[config.mk]
export PLATFORM = sky130hd
export DESIGN_NAME = div_sequencer
export DESIGN_NICKNAME = d
export VERILOG_FILES = /design/src/rtl/div_sequencer.sv
export SDC_FILE = /design/constraint.sdc
export NUM_CORES = 1
export LEC_CHECK = 0
export ABC_AREA = 1
export CAP_MARGIN = 40
export CORE_MARGIN = 2
export CORE_UTILIZATION = 36
export CTS_CLUSTER_DIAMETER = 100
export DETAILED_ROUTE_END_ITERATION = 6
export SKIP_CTS_REPAIR_TIMING = 1
export SYNTH_ARGS = -nofsm -noshare
export SYNTH_HDL_FRONTEND = slang
export SYNTH_SLANG_ARGS = --single-unit
[constraint.sdc]
create_clock -name clk -period 7.7 [get_ports clk]
set_input_delay 0.77 -clock clk [delete_from_list [all_inputs] [get_ports clk]]
set_output_delay 0.77 -clock clk [all_outputs]
set_load 0.1 [all_outputs]
[src/rtl/div_sequencer.sv]
// Shared iterative 64/32 divide unit for UDIV/SDIV/UDIVCC/SDIVCC with V8 saturation,
// icc generation and divide-by-zero / illegal-instruction traps, one operation in flight.
module div_sequencer #(
    parameter int NTHREAD = 64,
    parameter int TIDW    = 6
) (
    input  logic            clk,
    input  logic            rst,
    input  logic            req_valid,
    output logic            req_ready,
    input  logic [TIDW-1:0] req_tid,
    input  logic [5:0]      req_op,
    input  logic [31:0]     req_y,
    input  logic [31:0]     req_rs1,
    input  logic [31:0]     req_op2,
    input  logic            abort,
    output logic            resp_valid,
    input  logic            resp_ready,
    output logic [TIDW-1:0] resp_tid,
    output logic [31:0]     resp_result,
    output logic            resp_icc_we,
    output logic [3:0]      resp_icc,
    output logic            resp_trap,
    output logic [5:0]      resp_tt,
    output logic [1:0]      dbg_state
);
    localparam logic [1:0] S_IDLE = 2'd0;
    localparam logic [1:0] S_CALC = 2'd1;
    localparam logic [1:0] S_FIX  = 2'd2;
    localparam logic [1:0] S_RESP = 2'd3;

    localparam logic [5:0] OP_UDIV   = 6'h0E;
    localparam logic [5:0] OP_SDIV   = 6'h0F;
    localparam logic [5:0] OP_UDIVCC = 6'h1E;
    localparam logic [5:0] OP_SDIVCC = 6'h1F;
    localparam logic [5:0] TT_ILLEGAL = 6'h02;
    localparam logic [5:0] TT_DIVZERO = 6'h2A;

    if (NTHREAD != (1 << TIDW)) begin : g_tidw_check
        $error("TIDW must equal log2(NTHREAD)");
    end

    logic [1:0]      state, state_nx;
    logic [6:0]      cnt;
    logic [63:0]     dvd;      // dividend magnitude, shifts into the quotient
    logic [31:0]     dsr;
    logic [32:0]     rem;
    logic [TIDW-1:0] tid_q;
    logic            cc_q, sgn_q, neg_q;

    logic        accept, op_ok, div_zero;
    logic [63:0] dvd_in, dvd_mag;
    logic [31:0] dsr_mag;
    logic [32:0] trial, rem_nx;
    logic        qbit;
    logic [31:0] fix_res;
    logic        fix_v;

    assign accept     = req_valid && req_ready && (state == S_IDLE);
    assign op_ok      = (req_op == OP_UDIV) || (req_op == OP_SDIV) ||
                        (req_op == OP_UDIVCC) || (req_op == OP_SDIVCC);
    assign div_zero   = (req_op2 == 32'd0);
    assign dvd_in     = {req_y, req_rs1};
    assign dvd_mag    = (req_op[0] && req_y[31]) ? -dvd_in : dvd_in;
    assign dsr_mag    = (req_op[0] && req_op2[31]) ? -req_op2 : req_op2;
    assign resp_valid = (state == S_RESP);
    assign dbg_state  = state;

    // Restoring step; rem never exceeds the divisor, so bit 32 only matters defensively.
    assign trial  = {rem[31:0], dvd[63]};
    assign qbit   = rem[32] || (trial >= {1'b0, dsr});
    assign rem_nx = qbit ? (trial - {1'b0, dsr}) : trial;

    always_comb begin
        fix_res = dvd[31:0];
        fix_v   = 1'b0;
        if (!sgn_q) begin
            if (|dvd[63:32]) begin
                fix_res = 32'hFFFF_FFFF;
                fix_v   = 1'b1;
            end
        end else if (!neg_q) begin
            if (|dvd[63:31]) begin
                fix_res = 32'h7FFF_FFFF;
                fix_v   = 1'b1;
            end
        end else begin
            if ((|dvd[63:32]) || (dvd[31] && (|dvd[30:0]))) begin
                fix_res = 32'h8000_0000;
                fix_v   = 1'b1;
            end else begin
                fix_res = -dvd[31:0];
            end
        end
    end

    always_comb begin
        state_nx = state;
        case (state)
            S_IDLE: if (accept) state_nx = (!op_ok || div_zero) ? S_RESP : S_CALC;
            S_CALC: if (abort) state_nx = S_IDLE;
                    else if (cnt == 7'd63) state_nx = S_FIX;
            S_FIX:  state_nx = abort ? S_IDLE : S_RESP;
            S_RESP: if (abort || resp_ready) state_nx = S_IDLE;
            default: state_nx = S_IDLE;
        endcase
    end

    always_ff @(posedge clk or posedge rst) begin
        if (rst) begin
            state       <= S_IDLE;
            req_ready   <= 1'b1;
            cnt         <= 7'd0;
            dvd         <= 64'd0;
            dsr         <= 32'd0;
            rem         <= 33'd0;
            tid_q       <= '0;
            cc_q        <= 1'b0;
            sgn_q       <= 1'b0;
            neg_q       <= 1'b0;
            resp_tid    <= '0;
            resp_result <= 32'd0;
            resp_icc_we <= 1'b0;
            resp_icc    <= 4'd0;
            resp_trap   <= 1'b0;
            resp_tt     <= 6'd0;
        end else begin
            state     <= state_nx;
            req_ready <= (state_nx == S_IDLE);
            case (state)
                S_IDLE: if (accept) begin
                    tid_q <= req_tid;
                    cc_q  <= req_op[4];
                    sgn_q <= req_op[0];
                    neg_q <= req_op[0] && (req_y[31] ^ req_op2[31]);
                    dvd   <= dvd_mag;
                    dsr   <= dsr_mag;
                    rem   <= 33'd0;
                    cnt   <= 7'd0;
                    if (!op_ok || div_zero) begin
                        resp_tid    <= req_tid;
                        resp_result <= 32'd0;
                        resp_icc    <= 4'd0;
                        resp_icc_we <= 1'b0;
                        resp_trap   <= 1'b1;
                        resp_tt     <= op_ok ? TT_DIVZERO : TT_ILLEGAL;
                    end
                end
                S_CALC: begin
                    rem <= rem_nx;
                    dvd <= {dvd[62:0], qbit};
                    cnt <= cnt + 7'd1;
                end
                S_FIX: begin
                    resp_tid    <= tid_q;
                    resp_result <= fix_res;
                    resp_icc    <= {fix_res[31], fix_res == 32'd0, fix_v, 1'b0};
                    resp_icc_we <= cc_q;
                    resp_trap   <= 1'b0;
                    resp_tt     <= 6'd0;
                end
                default: ;
            endcase
        end
    end
endmodule

* Yosys cells after proc, flatten, opt, wreduce, memory -nomap -nowiden
Cells that the tools add are included.
** Storage, ports and cells
- Input bits :: 113
- Flip-flop bits (word level) :: 198
- Output and inout bits :: 54
- Logic and storage cells :: 104
** Cells by class
- Bitwise operators :: 1
- Equal/unequal tests :: 10
- Magnitude comparators :: 1
- Muxes and demuxes :: 45
- Reductions and logical operators :: 26
- Add/subtract/negate cells :: 5
** Operator list (count)
- $mux W32 :: 8
- $mux W64 :: 2
- $pmux W64 S2 :: 1
- $mux W33 :: 2
- $pmux W33 S2 :: 1
- $logic_not A32 Y1 :: 2
- $neg A32 Y32 :: 2
- $neg A64 Y64 :: 1
- $pmux W32 S2 :: 1
- $ge A33 B32 Y1 :: 1
- $reduce_or A33 Y1 :: 1
- $sub A33 B32 Y33 :: 1
- $reduce_or A32 Y1 :: 1
- $reduce_or A31 Y1 :: 1
- $mux W6 :: 5
- $pmux W6 S2 :: 2
- $pmux W7 S2 :: 1
- $eq A6 B4 Y1 const B :: 2
- $eq A6 B5 Y1 const B :: 2
- $mux W2 :: 6
- $mux W1 :: 9
- $mux W4 :: 2
- $pmux W2 S4 :: 1
- $pmux W4 S2 :: 1
- 16 further kinds :: 32

* Longest topological paths before layout
- Depth after elaboration :: 10
- Depth in mapped cells :: 18
- Depth with buffers taken out :: 17

* Worst setup path before layout
Ideal clock, no wire load.
- Path type :: reg2out
- From :: reg state[0] (netlist: dbg_state[0])
- To :: out resp_valid
- Required time :: 6.930 ns
- Arrival :: 1.682 ns
- Setup slack :: 5.248 ns
- Stages on the path, launching flop included :: 3
- Path buffers :: 0
- Path through :: dfrtp_1 nand2_1 inv_1
** On the way
- Cells in the longest elaborated chain, start to end :: 1
** Ends and longest elaborated chain
- start: declaration :: RTL line 43 : logic [1:0] state, state_nx;
- start signal: assignment :: RTL line 128 : state <= state_nx;
- $eq A2 B2 Y1 :: RTL line 66 : assign resp_valid = (state == S_RESP);
- end: declaration :: RTL line 17 : output logic resp_valid,
No other way between the ends.

* Worst setup path in the final report
- From :: reg dvd[0]
- To :: reg resp_icc[2]
** On the way
- Cells in the longest elaborated chain, start to end :: 8
- Elaborated cells on any way between the ends :: 11
- Classes of those cells :: add/sub: 1; mux: 6; reduce/logical: 4
** Ends and longest elaborated chain
- start: declaration :: RTL line 45 : logic [63:0] dvd;
- start signal: assignment :: RTL line 136 : dvd <= dvd_mag;
- start signal: assignment :: RTL line 151 : dvd <= {dvd[62:0], qbit};
- branches (longest 5 deep; another with $neg A32 Y32)
- $mux W32 (*) :: RTL line 77 : if (!sgn_q) begin
- $logic_not A32 Y1 (*) :: RTL line 157 : resp_icc <= {fix_res[31], fix_res == 32'd0, fix_v, 1'b0};
- $pmux W4 S2 (*) :: RTL line 130 : case (state)
- end signal: assignment :: RTL line 157
- end: declaration :: RTL line 22 : output logic [3:0] resp_icc,
Every way passes the cells marked *.
A chain may end at the register's enable or synchronous reset.

==> results by group <==
Power and ir drop
  • Pwr Total: 8.15 mW
  • Pleak: 8.13 nW
  • Power per cell area: 453 nW/um^2
  • Worst VDD drop: 173 uV

Synth
  • Mapped Area: 14600 um^2
  • Post-synthesis xor/xnor area fraction: 0.0559
  • Synth Area per Inst: 6.60 um^2
  • Largest cells by area after synthesis: dfrtp_1 (33%), nand2_1 (15%), nor2_1 (8.0%)
  • Post-Synth Simple-Gate Area: 0.339
  • Largest family of logic cells by synthesized area: simple AND/OR/NAND/NOR gates
  • YS warnings: 0
  • Synth Instances: roughly 2.2k
  • Yosys top cell area share: 0.326
  • Synth area leader: dfrtp_1
  • Post-synthesis register bit count: 191
  • Post-synthesis adder-cell area fraction: 0.0323
  • Compound-Gate Fraction of Synth Area: 0.151
  • Sequential share of the synthesized area: 0.328
  • Unique masters post-synth: 48
  • Proportion of synthesized area in mux cells: 0

Clock tree
  • CTS tree: built
  • Clk root buf: clkbuf_16
  • Clock sink count: 191
  • Clock transition at path regs: 0.08 ns
  • Clk buf depth: 2
  • CTS H-tree lvls: 4
  • Clk_lat worst skew: 0.46 ns
  • CTS Buf Count: 17

Detailed routing
  • DR vias/cell: 5.20
  • Drt pass-1 iters: 6
  • Routed wire length per instance: 17.0 um
  • DRC viols: 0
  • DR iter-0 viols: 1143
  • Vias: between 15k and 20k
  • Final ANT Viol Nets: 0
  • Routed WL: between 40000 and 50000 um

Timing
  • Rel. slew slack: 0.430
  • Fin crit share: 0.412
  • Worst slew pin tran: 0.855 ns
  • Final setup viols: 0
  • Final setup TNS: 0 ns
  • Final hold violations: 0
  • Fin. max-slew vios: 0
  • Crit path time final: 3.17 ns
  • Worst hold slack: 0.486 ns
  • Peak Freq: roughly 320 MHz
  • RSZ-0062 raised after global routing: no
  • Worst Clk Skew: 0.0171 ns

Floorplan
  • Die width: 205 um
  • Die H: 205 um
  • I/O pin count: 167
  • Full die area: 42100 um^2
  • # rows: 73
  • Core area: around 40000 um^2
  • Initial Util: 0.366

Critical path
  • Critical Path Most Common Cell: nand2_1
  • Req. time, crit path: 8.04 ns
  • Worst setup EP type: flop
  • Crit path max fanout: 21
  • Crit path max-delay family: simple AND/OR/NAND/NOR gates
  • Worst EP arrival: 3.51 ns
  • Worst setup SP type: flop
  • Slowest CP cell: nand2_1
  • Max incr delay on CP: 0.58 ns
  • Worst setup path class: flop to flop
  • Critical path, cell by cell: inv_1 > ha_1 > nand2_1 > nor2_4 > nand2_2 > nor2_1 > nand2_1 > nand2_1 > nand4_1 > nand2_1 > nand2_1 > nand2_1 > nor2_1 > nand2_1 > nor2_1 > nand2_1 > nand2_1
  • CP Buf/Inv Count: 1

Placed design
  • Dpl cell area: ~17000 um^2
  • Placed Cells: 2876
  • Post-DP HPWL: around 38000 um
  • Port Buffers: about 160
  • GPL Wtd Cong: a little under 1

Global route
  • First-pass GRT wire length: around 80000 um
  • Overall global routing resource usage: 0.239
  • Initial antenna violation count: 0
  • Remaining global-route overflow: 0
  • Vias in the first global route: 15.0k
  • Largest net degree at the start of global routing: between 70 and 80

Run
  • Max Cap Viol: 0

Layout
  • Multi-input gate area in the final layout: 8470 um^2
  • Seq. cell area: around 4800 um^2
  • Proportion of layout cells with a drive suffix above 1: 0.0587
  • Fin area: 18000 um^2
  • Final Non-Filler Cells: 2908
  • N_diodes: 0
  • Layout fillers: around 4.1k
  • Area growth from synthesis to layout: 23.3%
  • Final net count: 2520

Status
  • Status: completed

Hold path
  • Worst hold path type: flop to flop
[cell usage after synthesis (all sizes together)]
cell and number:
a21boi 3, a21o 4, a21oi 77, a22o 1, a31o 1, a31oi 11
and2 1, and3 2, buf 35, clkbuf 53, conb 1, dfrtp 190
dfstp 1, fa 1, ha 36, inv 250, nand2 593, nand3 137
nand3b 6, nand4 53, nor2 323, nor3 36, nor3b 3, nor4 14
o211ai 19, o21a 3, o21ai 174, o21bai 24, o221ai 32, o22ai 22
o31ai 4, or2 6, xnor2 22, xor2 71
[cell type report]
| class | count | area share |
|---|---|---|
| inverter | 250 | 0.0526 |
| multi-input combinational | 1683 | 0.471 |
| clock buffer | 20 | 0.0248 |
| clock inverter | 12 | 0.00751 |
| sequential | 191 | 0.266 |
| tap | 525 | 0.0365 |
| timing repair buffer | 227 | 0.141 |
[metrics by stage]
stage / utilization / setup slack [ns]
floorplan: - / 1.73
global placement: 0.416 / 4.30
detailed placement: 0.437 / 4.20
CTS: 0.452 / 4.57
global route: 0.452 / 4.29
finish: 0.452 / 4.53
[report_power, final]
| group | internal (mW) | switching [mW] | total, mW | leakage [nW] |
|---|---|---|---|---|
| Clock | 0.490 | 0.433 | 0.923 | 0.278 |
| Sequential | 1.49 | 0.356 | 1.85 | 2.38 |
| Combinational | 1.81 | 3.57 | 5.38 | 5.47 |
| Total | 3.80 | 4.36 | 8.15 | 8.13 |
[placed cells by master (no fill, tap or decap), types with 13 or more instances in the layout]
master / count
o221ai_1: 32
clkbuf_16: 17
a21oi_1: 76
buf_4: 13
buf_8: 48
o22ai_1: 22
xor2_1: 71
nand2_1: 585
inv_1: 242
nand4_1: 53
o211ai_1: 19
xnor2_1: 22
nor4_1: 14
o21ai_1: 17
nor2_1: 308
nor3_1: 31
ha_1: 36
o21ai_0: 154
clkdlybuf4s50_1: 162
nand3_1: 136
o21bai_1: 24
dfrtp_1: 190
[metal layers]
layer / GRT usage / wire length (um) / up-vias
met2: 0.413 / 23700 / 415
met5: 0 / 0 / -
met3: 0.0380 / 2690 / 73
li1: - / - / 7524
met4: 0.0617 / 1100 / 0
met1: 0.311 / 22100 / 7100
[registers in the layout, summed over array words and instances (netlist names), 2 cells and up]
signal       cells
dvd             64
rem             33
dsr             32
resp_result     32
cnt              7
resp_tid         6
tid_q            6
dbg_state        2
resp_icc         2
resp_tt          2
[logic make-up (layout without fill, tap and decap cells)]
logic type | Yosys count | in the layout
buffers and inverters | 338 | 509
AOI/OAI and AO/OA | 375 | 375
adders and majority gates | 37 | 37
other | 1 | 4
and+or+nand+nor | 1174 | 1174
xor gates and xnor gates | 93 | 93
DFF | 191 | 191
[worst register-to-register path: cells and delay by family, from the launching register on]
| kind | cells | cell delay, ns |
|---|---|---|
| simple gates | 15 | 2.13 |
| flops | 1 | 0.37 |
| fa+ha+maj | 1 | 0.31 |
| buf+inv | 1 | 0.26 |
[path summary, 6_finish.rpt]
kind	startpoint	end	slack (ns)	cells after the start
min in group asynchronous	rst	dvd[62]	0.71	2
max	dvd[0]	resp_icc[2]	4.53	17
max reg2reg	dvd[0]	resp_icc[2]	4.53	17
min	tid_q[3]	tid_q[3]	0.49	2
max in group asynchronous	rst	tid_q[5]	5.73	3
min reg2reg	tid_q[3]	tid_q[3]	0.49	2
No activity file was read; power rests on OpenSTA's default activity.
